--- config.mk ---
export PLATFORM = sky130hd
export DESIGN_NAME = sprite_pipe_mapper_flat
export DESIGN_NICKNAME = d
export VERILOG_FILES = /design/src/rtl/sprite_pipe_mapper_if.sv /design/src/rtl/sprite_pipe_mapper.sv /design/src/flat_wrapper.sv
export SDC_FILE = /design/constraint.sdc
export NUM_CORES = 1
export LEC_CHECK = 0
export BUFFER_PORTS_ARGS = -buffer_cell sky130_fd_sc_hd__buf_2
export CORE_ASPECT_RATIO = 0.9
export CORE_MARGIN = 1
export CORE_UTILIZATION = 52
export DETAILED_ROUTE_END_ITERATION = 7
export PLACE_DENSITY = 0.83
export SLEW_MARGIN = 20
export SYNTH_ARGS = -nofsm -noshare
export SYNTH_HDL_FRONTEND = slang
export SYNTH_SLANG_ARGS = --single-unit
export TNS_END_PERCENT = 20
--- constraint.sdc ---
create_clock -name Clk -period 3.06 [get_ports Clk]
set_input_delay 0.306 -clock Clk [delete_from_list [all_inputs] [get_ports Clk]]
set_output_delay 0.306 -clock Clk [all_outputs]
set_load 0.03 [all_outputs]
--- src/rtl/sprite_pipe_mapper_if.sv ---
// Pixel-stream, sprite-ROM and colour-output bundle for the sprite pipeline.
// The master side feeds pixels and game state; the slave side is the mapper.
interface sprite_pipe_mapper_if #(
    parameter int NUM_GHOSTS = 4,
    parameter int SPRITE_W   = 16
);
    logic                             frame_start;
    logic                             pix_valid;
    logic [9:0]                       DrawX;
    logic [9:0]                       DrawY;
    logic                             wall_pix;
    logic                             dot_pix;
    logic [9:0]                       pac_x;
    logic [9:0]                       pac_y;
    logic [1:0]                       pac_dir;
    logic                             pac_moving;
    logic [10*NUM_GHOSTS-1:0]         ghost_x;
    logic [10*NUM_GHOSTS-1:0]         ghost_y;
    logic                             frightened;
    logic                             fright_ending;
    logic [8*(NUM_GHOSTS+1)-1:0]      spr_addr;
    logic [SPRITE_W*(NUM_GHOSTS+1)-1:0] spr_row;
    logic [7:0]                       Red;
    logic [7:0]                       Green;
    logic [7:0]                       Blue;
    logic                             rgb_valid;

    modport master (
        output frame_start, pix_valid, DrawX, DrawY, wall_pix, dot_pix,
               pac_x, pac_y, pac_dir, pac_moving, ghost_x, ghost_y,
               frightened, fright_ending, spr_row,
        input  spr_addr, Red, Green, Blue, rgb_valid
    );

    modport slave (
        input  frame_start, pix_valid, DrawX, DrawY, wall_pix, dot_pix,
               pac_x, pac_y, pac_dir, pac_moving, ghost_x, ghost_y,
               frightened, fright_ending, spr_row,
        output spr_addr, Red, Green, Blue, rgb_valid
    );
endinterface

--- src/rtl/sprite_pipe_mapper.sv ---
// Two-stage pixel mapper: stage 0 does hit tests and sprite-ROM addressing,
// stage 1 picks the sprite bit, resolves layer priority and drives RGB.
module sprite_pipe_mapper #(
    parameter int NUM_GHOSTS   = 4,
    parameter int SPRITE_W     = 16,
    parameter int CHOMP_FRAMES = 8,
    parameter int BLINK_FRAMES = 16,
    // Ghost 0 (red) sits in the least significant 24 bits.
    parameter logic [24*NUM_GHOSTS-1:0] GHOST_RGB =
        {24'hFFB851, 24'h00FFFF, 24'hFFB8FF, 24'hFF0000}
) (
    input  logic               Clk,
    input  logic               Reset_n,
    sprite_pipe_mapper_if.slave bus
);
    localparam int CH  = NUM_GHOSTS + 1;
    localparam int CW  = $clog2(SPRITE_W);
    localparam int CCW = $clog2(CHOMP_FRAMES + 1);
    localparam int BCW = $clog2(BLINK_FRAMES + 1);

    logic [CCW-1:0]    chomp_cnt_reg;
    logic              phase_reg;
    logic [BCW-1:0]    blink_cnt_reg;
    logic              blink_reg;

    logic [CH-1:0]     hit_next;
    logic [CW-1:0]     col_next [CH];
    logic [7:0]        addr_next [CH];
    logic [CH-1:0]     hit_reg;
    logic [CW-1:0]     col_reg [CH];
    logic [8*CH-1:0]   spr_addr_reg;
    logic              valid_s0_reg, wall_s0_reg, dot_s0_reg;
    logic              fright_s0_reg, ending_s0_reg, blink_s0_reg;

    logic [CH-1:0]     on_pix;
    logic [23:0]       ghost_colour [NUM_GHOSTS];
    logic [23:0]       colour_next;
    logic [7:0]        red_reg, green_reg, blue_reg;
    logic              rgb_valid_reg;

    genvar gi;
    generate
        for (gi = 0; gi < CH; gi++) begin : g_chan
            logic [9:0]          obj_x, obj_y;
            logic [10:0]         dx, dy;
            logic [SPRITE_W-1:0] row_bits;

            // 11-bit differences keep objects near 1023 from wrapping onto x/y=0.
            assign dx = {1'b0, bus.DrawX} - {1'b0, obj_x};
            assign dy = {1'b0, bus.DrawY} - {1'b0, obj_y};
            assign hit_next[gi] = (dx < 11'(SPRITE_W)) && (dy < 11'(SPRITE_W));
            assign col_next[gi] = dx[CW-1:0];
            assign row_bits     = bus.spr_row[gi*SPRITE_W +: SPRITE_W];
            assign on_pix[gi]   = hit_reg[gi] & row_bits[col_reg[gi]];

            if (gi == 0) begin : g_pac
                assign obj_x = bus.pac_x;
                assign obj_y = bus.pac_y;
                assign addr_next[gi] = 8'(({phase_reg, bus.pac_dir} * SPRITE_W) + dy[CW-1:0]);
            end else begin : g_ghost
                assign obj_x = bus.ghost_x[(gi-1)*10 +: 10];
                assign obj_y = bus.ghost_y[(gi-1)*10 +: 10];
                assign addr_next[gi] = 8'(((bus.frightened ? 12 : 8) * SPRITE_W) + dy[CW-1:0]);
            end
        end

        for (gi = 0; gi < NUM_GHOSTS; gi++) begin : g_gcol
            assign ghost_colour[gi] = !fright_s0_reg ? GHOST_RGB[gi*24 +: 24] :
                                      (ending_s0_reg && blink_s0_reg) ? 24'hFFFFFF : 24'h2121FF;
        end
    endgenerate

    // Mode flags and blink are captured alongside the pixel so a frame_start
    // or mode change in the same cycle cannot alter pixels already in flight.
    always_ff @(posedge Clk or negedge Reset_n) begin
        if (!Reset_n) begin
            hit_reg       <= '0;
            spr_addr_reg  <= '0;
            for (int i = 0; i < CH; i++) col_reg[i] <= '0;
            valid_s0_reg  <= 1'b0;
            wall_s0_reg   <= 1'b0;
            dot_s0_reg    <= 1'b0;
            fright_s0_reg <= 1'b0;
            ending_s0_reg <= 1'b0;
            blink_s0_reg  <= 1'b0;
        end else begin
            hit_reg <= hit_next;
            for (int i = 0; i < CH; i++) begin
                col_reg[i]               <= col_next[i];
                spr_addr_reg[i*8 +: 8]   <= addr_next[i];
            end
            valid_s0_reg  <= bus.pix_valid;
            wall_s0_reg   <= bus.wall_pix;
            dot_s0_reg    <= bus.dot_pix;
            fright_s0_reg <= bus.frightened;
            ending_s0_reg <= bus.fright_ending;
            blink_s0_reg  <= blink_reg;
        end
    end

    assign bus.spr_addr = spr_addr_reg;

    always_ff @(posedge Clk or negedge Reset_n) begin
        if (!Reset_n) begin
            chomp_cnt_reg <= '0;
            phase_reg     <= 1'b0;
            blink_cnt_reg <= '0;
            blink_reg     <= 1'b0;
        end else begin
            if (bus.frame_start && bus.pac_moving) begin
                if (chomp_cnt_reg == CCW'(CHOMP_FRAMES - 1)) begin
                    chomp_cnt_reg <= '0;
                    phase_reg     <= ~phase_reg;
                end else begin
                    chomp_cnt_reg <= chomp_cnt_reg + 1'b1;
                end
            end
            if (!bus.fright_ending) begin
                blink_cnt_reg <= '0;
                blink_reg     <= 1'b0;
            end else if (bus.frame_start) begin
                if (blink_cnt_reg == BCW'(BLINK_FRAMES - 1)) begin
                    blink_cnt_reg <= '0;
                    blink_reg     <= ~blink_reg;
                end else begin
                    blink_cnt_reg <= blink_cnt_reg + 1'b1;
                end
            end
        end
    end

    // Lowest priority is applied first so later overrides win.
    always_comb begin
        colour_next = 24'h000000;
        if (wall_s0_reg) colour_next = 24'h0000FF;
        if (dot_s0_reg)  colour_next = 24'hFFFF00;
        for (int i = NUM_GHOSTS; i >= 1; i--) begin
            if (on_pix[i]) colour_next = ghost_colour[i-1];
        end
        if (on_pix[0]) colour_next = 24'hFFFF00;
    end

    always_ff @(posedge Clk or negedge Reset_n) begin
        if (!Reset_n) begin
            red_reg       <= '0;
            green_reg     <= '0;
            blue_reg      <= '0;
            rgb_valid_reg <= 1'b0;
        end else if (valid_s0_reg) begin
            red_reg       <= colour_next[23:16];
            green_reg     <= colour_next[15:8];
            blue_reg      <= colour_next[7:0];
            rgb_valid_reg <= 1'b1;
        end else begin
            red_reg       <= '0;
            green_reg     <= '0;
            blue_reg      <= '0;
            rgb_valid_reg <= 1'b0;
        end
    end

    assign bus.Red       = red_reg;
    assign bus.Green     = green_reg;
    assign bus.Blue      = blue_reg;
    assign bus.rgb_valid = rgb_valid_reg;
endmodule
--- src/flat_wrapper.sv ---
// flat-port wrapper written by rule: the top's interface ports become plain ports
module sprite_pipe_mapper_flat 
#(
    parameter int NUM_GHOSTS   = 4,
    parameter int SPRITE_W     = 16,
    parameter int CHOMP_FRAMES = 8,
    parameter int BLINK_FRAMES = 16,
                                                           
    parameter logic [24*NUM_GHOSTS-1:0] GHOST_RGB =
        {24'hFFB851, 24'h00FFFF, 24'hFFB8FF, 24'hFF0000}
)
  (Clk, Reset_n, bus_frame_start, bus_pix_valid, bus_DrawX, bus_DrawY, bus_wall_pix, bus_dot_pix, bus_pac_x, bus_pac_y, bus_pac_dir, bus_pac_moving, bus_ghost_x, bus_ghost_y, bus_frightened, bus_fright_ending, bus_spr_row, bus_spr_addr, bus_Red, bus_Green, bus_Blue, bus_rgb_valid);
  sprite_pipe_mapper_if #(.NUM_GHOSTS(NUM_GHOSTS), .SPRITE_W(SPRITE_W)) bus_i ();
  input  logic Clk;
  input  logic Reset_n;
  input wire logic [$bits(bus_i.frame_start)-1:0] bus_frame_start;
  input wire logic [$bits(bus_i.pix_valid)-1:0] bus_pix_valid;
  input wire logic [$bits(bus_i.DrawX)-1:0] bus_DrawX;
  input wire logic [$bits(bus_i.DrawY)-1:0] bus_DrawY;
  input wire logic [$bits(bus_i.wall_pix)-1:0] bus_wall_pix;
  input wire logic [$bits(bus_i.dot_pix)-1:0] bus_dot_pix;
  input wire logic [$bits(bus_i.pac_x)-1:0] bus_pac_x;
  input wire logic [$bits(bus_i.pac_y)-1:0] bus_pac_y;
  input wire logic [$bits(bus_i.pac_dir)-1:0] bus_pac_dir;
  input wire logic [$bits(bus_i.pac_moving)-1:0] bus_pac_moving;
  input wire logic [$bits(bus_i.ghost_x)-1:0] bus_ghost_x;
  input wire logic [$bits(bus_i.ghost_y)-1:0] bus_ghost_y;
  input wire logic [$bits(bus_i.frightened)-1:0] bus_frightened;
  input wire logic [$bits(bus_i.fright_ending)-1:0] bus_fright_ending;
  input wire logic [$bits(bus_i.spr_row)-1:0] bus_spr_row;
  output wire logic [$bits(bus_i.spr_addr)-1:0] bus_spr_addr;
  output wire logic [$bits(bus_i.Red)-1:0] bus_Red;
  output wire logic [$bits(bus_i.Green)-1:0] bus_Green;
  output wire logic [$bits(bus_i.Blue)-1:0] bus_Blue;
  output wire logic [$bits(bus_i.rgb_valid)-1:0] bus_rgb_valid;
  assign bus_i.frame_start = bus_frame_start;
  assign bus_i.pix_valid = bus_pix_valid;
  assign bus_i.DrawX = bus_DrawX;
  assign bus_i.DrawY = bus_DrawY;
  assign bus_i.wall_pix = bus_wall_pix;
  assign bus_i.dot_pix = bus_dot_pix;
  assign bus_i.pac_x = bus_pac_x;
  assign bus_i.pac_y = bus_pac_y;
  assign bus_i.pac_dir = bus_pac_dir;
  assign bus_i.pac_moving = bus_pac_moving;
  assign bus_i.ghost_x = bus_ghost_x;
  assign bus_i.ghost_y = bus_ghost_y;
  assign bus_i.frightened = bus_frightened;
  assign bus_i.fright_ending = bus_fright_ending;
  assign bus_i.spr_row = bus_spr_row;
  assign bus_spr_addr = bus_i.spr_addr;
  assign bus_Red = bus_i.Red;
  assign bus_Green = bus_i.Green;
  assign bus_Blue = bus_i.Blue;
  assign bus_rgb_valid = bus_i.rgb_valid;
  sprite_pipe_mapper #(.NUM_GHOSTS(NUM_GHOSTS), .SPRITE_W(SPRITE_W), .CHOMP_FRAMES(CHOMP_FRAMES), .BLINK_FRAMES(BLINK_FRAMES), .GHOST_RGB(GHOST_RGB)) u_core (.Clk(Clk), .Reset_n(Reset_n), .bus(bus_i));
endmodule
* After elaboration in Yosys (flattened, before gate mapping)
Index checks and enable logic that the tools add are counted.
Storage, ports and cells: bits in registers 107, output and inout port bits 65, word-level logic and storage cells 107
Operators by class: add/subtract/negate cells 17, order comparisons 15, equality and inequality tests 4, muxes and demuxes 34, bitwise logic cells 7, reductions and logical operators 9
Operators with widths (number):
- $mux 24 | 11
- $lt 11x5->1 const B | 10
- $sub 10x10->11 | 10
- $add 8x4->8 | 4
- $mux 8 | 4
- $lt 4x5->1 const B | 5
- $bmux 1 s4 | 5
- $mux 5 | 3
- $mux 1 | 9
- $add 7x4->8 | 1
- $logic_and 1x1->1 | 7
- $add 5x1->5 const B | 1
- $and 1x1->1 | 5
- $eq 5x4->1 const B | 1
- $add 4x1->4 const B | 1
- $eq 4x3->1 const B | 1
- $mux 4 | 1
- $reduce_and 2->1 | 2
- $mux 3 | 1
- $ne 2x1->1 const B | 1
- $ne 2x2->1 const B | 1
- $not 1->1 | 2

* Depth between registers and ports, before layout
depth after elaboration 9, gate-level depth with buffers 10

* Worst setup path after synthesis
No wires, ideal clock.
path kind input-to-reg, start in bus_DrawX[0], end reg u_core.hit_reg[3], setup time 0.101 ns, arrival 2.199 ns, data required time 2.959 ns, setup slack 0.760 ns, stages on the path 10, path through inv_1 > ha_1 > fa_1 > nand2b_1 > a21oi_1 > o21ai_0 > and3_1 > nor4_1 > o2111ai_1 > nor4_1
On the way: word-level cells in the longest chain between the ends 3
Ends and longest elaborated chain:
- start, declared | RTL line flat_wrapper.sv:18 | input wire logic [$bits(bus_i.DrawX)-1:0] bus_DrawX;
- $sub 10x10->11 | RTL line sprite_pipe_mapper.sv:49 | assign dx = {1'b0, bus.DrawX} - {1'b0, obj_x};
- $lt 11x5->1 | RTL line sprite_pipe_mapper.sv:51 | assign hit_next[gi] = (dx < 11'(SPRITE_W)) && (dy < 11'(SPRITE_W));
- $logic_and 1x1->1 | RTL line sprite_pipe_mapper.sv:51
- named net u_core.hit_next[3] | RTL line sprite_pipe_mapper.sv:26 | logic [CH-1:0] hit_next;
- end signal, assigned | RTL line sprite_pipe_mapper.sv:87 | hit_reg <= hit_next;
- end, declared | RTL line sprite_pipe_mapper.sv:29 | logic [CH-1:0] hit_reg;
The timed path passes the listed nets, and every way through them passes these cells. A chain may end at the register's enable or synchronous reset.

* Worst setup path after layout
start reg u_core.col_reg[4] in the netlist's numbering, end reg u_core.green_reg[4] (netlist: u_core.bus.Green[4])
On the way: word-level cells in the longest chain between the ends 8
Ends and longest elaborated chain:
- start, declared | RTL line sprite_pipe_mapper.sv:30 | logic [CW-1:0] col_reg [CH];
- start signal, assigned by index | RTL line sprite_pipe_mapper.sv:89 | col_reg[i] <= col_next[i];
- $bmux 1 s4 | RTL line sprite_pipe_mapper.sv:54 | assign on_pix[gi] = hit_reg[gi] & row_bits[col_reg[gi]];
- $mux 1 (implied by the code) | RTL line sprite_pipe_mapper.sv:54
- $and 1x1->1 | RTL line sprite_pipe_mapper.sv:54
- $mux 24 (3 in series) | RTL line sprite_pipe_mapper.sv:138 | if (on_pix[i]) colour_next = ghost_colour[i-1];
- $mux 24 | RTL line sprite_pipe_mapper.sv:140 | if (on_pix[0]) colour_next = 24'hFFFF00;
- $mux 8 | RTL line sprite_pipe_mapper.sv:149 | end else if (valid_s0_reg) begin
- end signal, assigned | RTL line sprite_pipe_mapper.sv:151 | green_reg <= colour_next[15:8];
- end, declared | RTL line sprite_pipe_mapper.sv:38 | logic [7:0] red_reg, green_reg, blue_reg;
No other way between the ends. The select of a mux whose other input is x is not followed.

==> impl_metrics.tcl <==
set metrics [dict create \
    synth_top_family_by_area "adder cells" \
    wire_per_inst_um 14.7 \
    clk_pin_slew_ns 0.07 \
    end_kind "flip-flop" \
    reg2reg_from "u_core.col_reg[4]" \
    worstPathCellList "mux4_1 -> mux4_2 -> nand2_4 -> nor3b_2 -> mux2i_1 -> mux2i_1 -> o21a_1" \
    drc_errors 0 \
    gr-total-overflow 0 \
    synth-main-ff-cell "dfrtp_1" \
    crit_buf_inv 0 \
    via_count 7372 \
    max_cap_violations 0 \
    numCtsBuffers 9 \
    fp-row-count 42 \
    grt_max_degree 76 \
    ant_nets 0 \
    cts_tree "built" \
    critical-path-top-delay-family "multiplexers" \
    power.density_mw_per_mm2 397 \
    power.total_w 0.00376 \
    clock_latency_ns 0.35 \
    io_buffers 266 \
    synthArstFlopShare_pct 100 \
    slew_violations 0 \
    antenna_found_initial 0 \
    dr.pass1.iters 4 \
    ir_drop_mv 0.280 \
    swShare_pct 37.0 \
    gp_congestion 0.886 \
    rsz0062_at_grt "false" \
    largest_register_ffs 25 \
    muxShareOfSynthArea_pct 9.15 \
    synth_compound_area_share_pct 17.7 \
    status "finished clean" \
    syn_to_final_growth_pct 21.1 \
    synthXorXnorAreaFrac_pct 4.48 \
    grt_pass1_vias 7051 \
    grt_usage_pct 26.2 \
    switchingPower_w 0.00139 \
    synthSimpleGateAreaFrac_pct 16.1 \
    cts_sinks 75 \
    crit_path_top_delay_cell "mux4_1" \
    cts_setup_buffers 0 \
    synth-seq-area-share_pct 24.0 \
    io_pins 276 \
    worstMarginPinSlew_ns 0.960 \
    fin_nets 1473 \
    fmax_ghz 0.401 \
    dp_hpwl_mm 16.6 \
    setup_violations 0 \
    drt-total-wl_mm 19.9 \
    die_h_um 118 \
    synth_area_mm2 0.00782 \
    start_util_pct 53.2 \
    grt_pass1_wl_mm 32.4 \
    dp_slack_ns 0.332 \
    cp-startpoint "u_core.col_reg[4]" \
    clock_path_buffers 2 \
    power.internal_w 0.00237 \
    p_leak_nw 5.00 \
    hold_path.class "primary input to flip-flop" \
    required_ns 3.30 \
    utilization_pct 64.4 \
    finalCritPeriodShare_pct 81.4 \
    cts_root_buffer "clkbuf_16" \
    cts_max_level 3 \
    cts_resized 0 \
    yosys_register_bits 75 \
    netlist_instances 899 \
    fillCellCount 1251 \
    dieWidth_um 131 \
    cts_hold_buf 0 \
    dieArea_mm2 0.0155 \
    min_from "bus_pix_valid" \
    finalSetupTns_ns 0 \
    cp_max_fo 8 \
    placeableCoreArea_mm2 0.0147 \
    crit_type "flip-flop to flip-flop" \
    power_frac_comb_pct 40.0 \
    synth_area_per_cell_um2 8.70 \
    dp.cells 1337 \
    synth_edf_count 0 \
    period_minus_slack_ns 2.49 \
    setup_ws_ns 0.569 \
    drive_gt1_share_pct 27.2 \
    fin_skew_ns 0.00657 \
    yosysUniqueCellTypes 61 \
    initialDrtViolationCount 369 \
    hold_violations 0 \
    final_cells 1353 \
    cp_slowest_stage_delay_ns 0.58 \
    power_frac_seq_pct 32.4 \
    cp.arrival_ns 2.73 \
    slew_headroom_pct 36.0 \
    synthAdderAreaFrac_pct 18.9 \
    power.share.clock_pct 27.5 \
    ys_warn_count 0 \
    start_kind "flip-flop" \
    via_per_inst 5.45 \
    num_antenna_cells 0 \
    cpMostUsedCell "mux2i_1" \
]
==> cells by family after synthesis <==
family                   Yosys count
other                              2
multiplexers                      42
AO/OA/AOI/OAI                    214
adder cells (fa/ha/maj)          112
XOR/XNOR                          40
AND/OR/NAND/NOR                  245
flip-flops                        75
buffers and inverters            169
==> per-stage QoR <==
stage / hold WS, ns / instance area, µm²
floorplan: 0.0104 / 7850
global placement: 0.373 / 9190
detailed placement: 0.372 / 9190
CTS: 0.0462 / 9470
global route: 0.0453 / 9470
finish: 0.0578 / 9470
==> path summary, 6_finish.rpt <==
check                                           to  slack [ns]  cells past startpoint
max reg2reg                    u_core.bus.Green[4]        0.57                      7
min in group asynchronous  u_core.bus.spr_addr[18]        0.12                      1
max                            u_core.bus.Green[4]        0.57                      7
max in group asynchronous        u_core.dot_s0_reg        2.34                      1
min                            u_core.valid_s0_reg        0.06                      1
min reg2reg                    u_core.blink_s0_reg        0.39                      0
==> cells in the mapped netlist, drive strengths merged, types with 5 or more instances <==
cell    count  area [µm²]
nor3       30         150
nor2       53         199
nor4        6        37.5
inv       135         507
dfrtp      75        1880
nand4       5        31.3
mux4       22         510
or3         6        37.5
a21boi      5        37.5
xnor2      27         236
a31oi       8        50.1
o21a       18         135
o22ai       9        56.3
ha        102        1280
mux2i      16         160
buf        32         240
a21o        9        67.6
or2         8        50.1
nand2      51         199
nand2b     25         156
a211oi     11        82.6
o211ai      5        37.5
a21oi      51         255
o31a       10        87.6
nor2b      16         100
o21ai      53         265
nand3      18        90.1
nor3b       6        50.1
xor2       13         114
fa         10         200
==> layer usage <==
| metal | GRT usage, % | up-vias | wire length [µm] |
|---|---|---|---|
| met5 | 0 | - | 0 |
| met4 | 7.34 | 0 | 301 |
| met3 | 5.02 | 23 | 1390 |
| met2 | 43.6 | 285 | 9390 |
| met1 | 34.7 | 3392 | 8780 |
| li1 | - | 3672 | - |
==> layout by cell type (no fill, tap or decap), types with 18 or more instances in the layout <==
cell type,n
a21oi_1,51
buf_2,265
inv_1,135
nor3_1,30
xnor2_1,27
nand2b_1,25
mux4_2,18
dfrtp_1,75
o21a_1,18
nand3_1,18
nand2_1,50
ha_1,102
o21ai_0,53
nor2_1,53
==> worst reg2reg max path, stage by stage, from the launching register on <==
cell and delay, ns:
dfrtp_1 0.44, mux4_1 0.58, mux4_2 0.53, nand2_4 0.14, nor3b_2 0.19, mux2i_1 0.21
mux2i_1 0.10, o21a_1 0.19
==> cell type report <==
| type | instances | area, µm² | share of cell area (%) |
|---|---|---|---|
| sequential | 75 | 1880 | 19.8 |
| tap | 198 | 248 | 2.62 |
| timing repair buffer | 266 | 1330 | 14.1 |
| inverter | 135 | 507 | 5.35 |
| clock inverter | 7 | 60.1 | 0.634 |
| clock buffer | 9 | 225 | 2.38 |
| multi-input combinational | 663 | 5220 | 55.1 |
==> power by group through the flow <==
stage                     sequential [W]  combinational [W]  clock (W)
after global routing             0.00124            0.00166    0.00111
final                            0.00122            0.00151    0.00104
after CTS                        0.00122            0.00150    0.00105
after floorplan                  0.00134           0.000972          0
after global placement           0.00123            0.00146          0
after detailed placement         0.00124            0.00149          0
(Power assumes the default switching activity.)
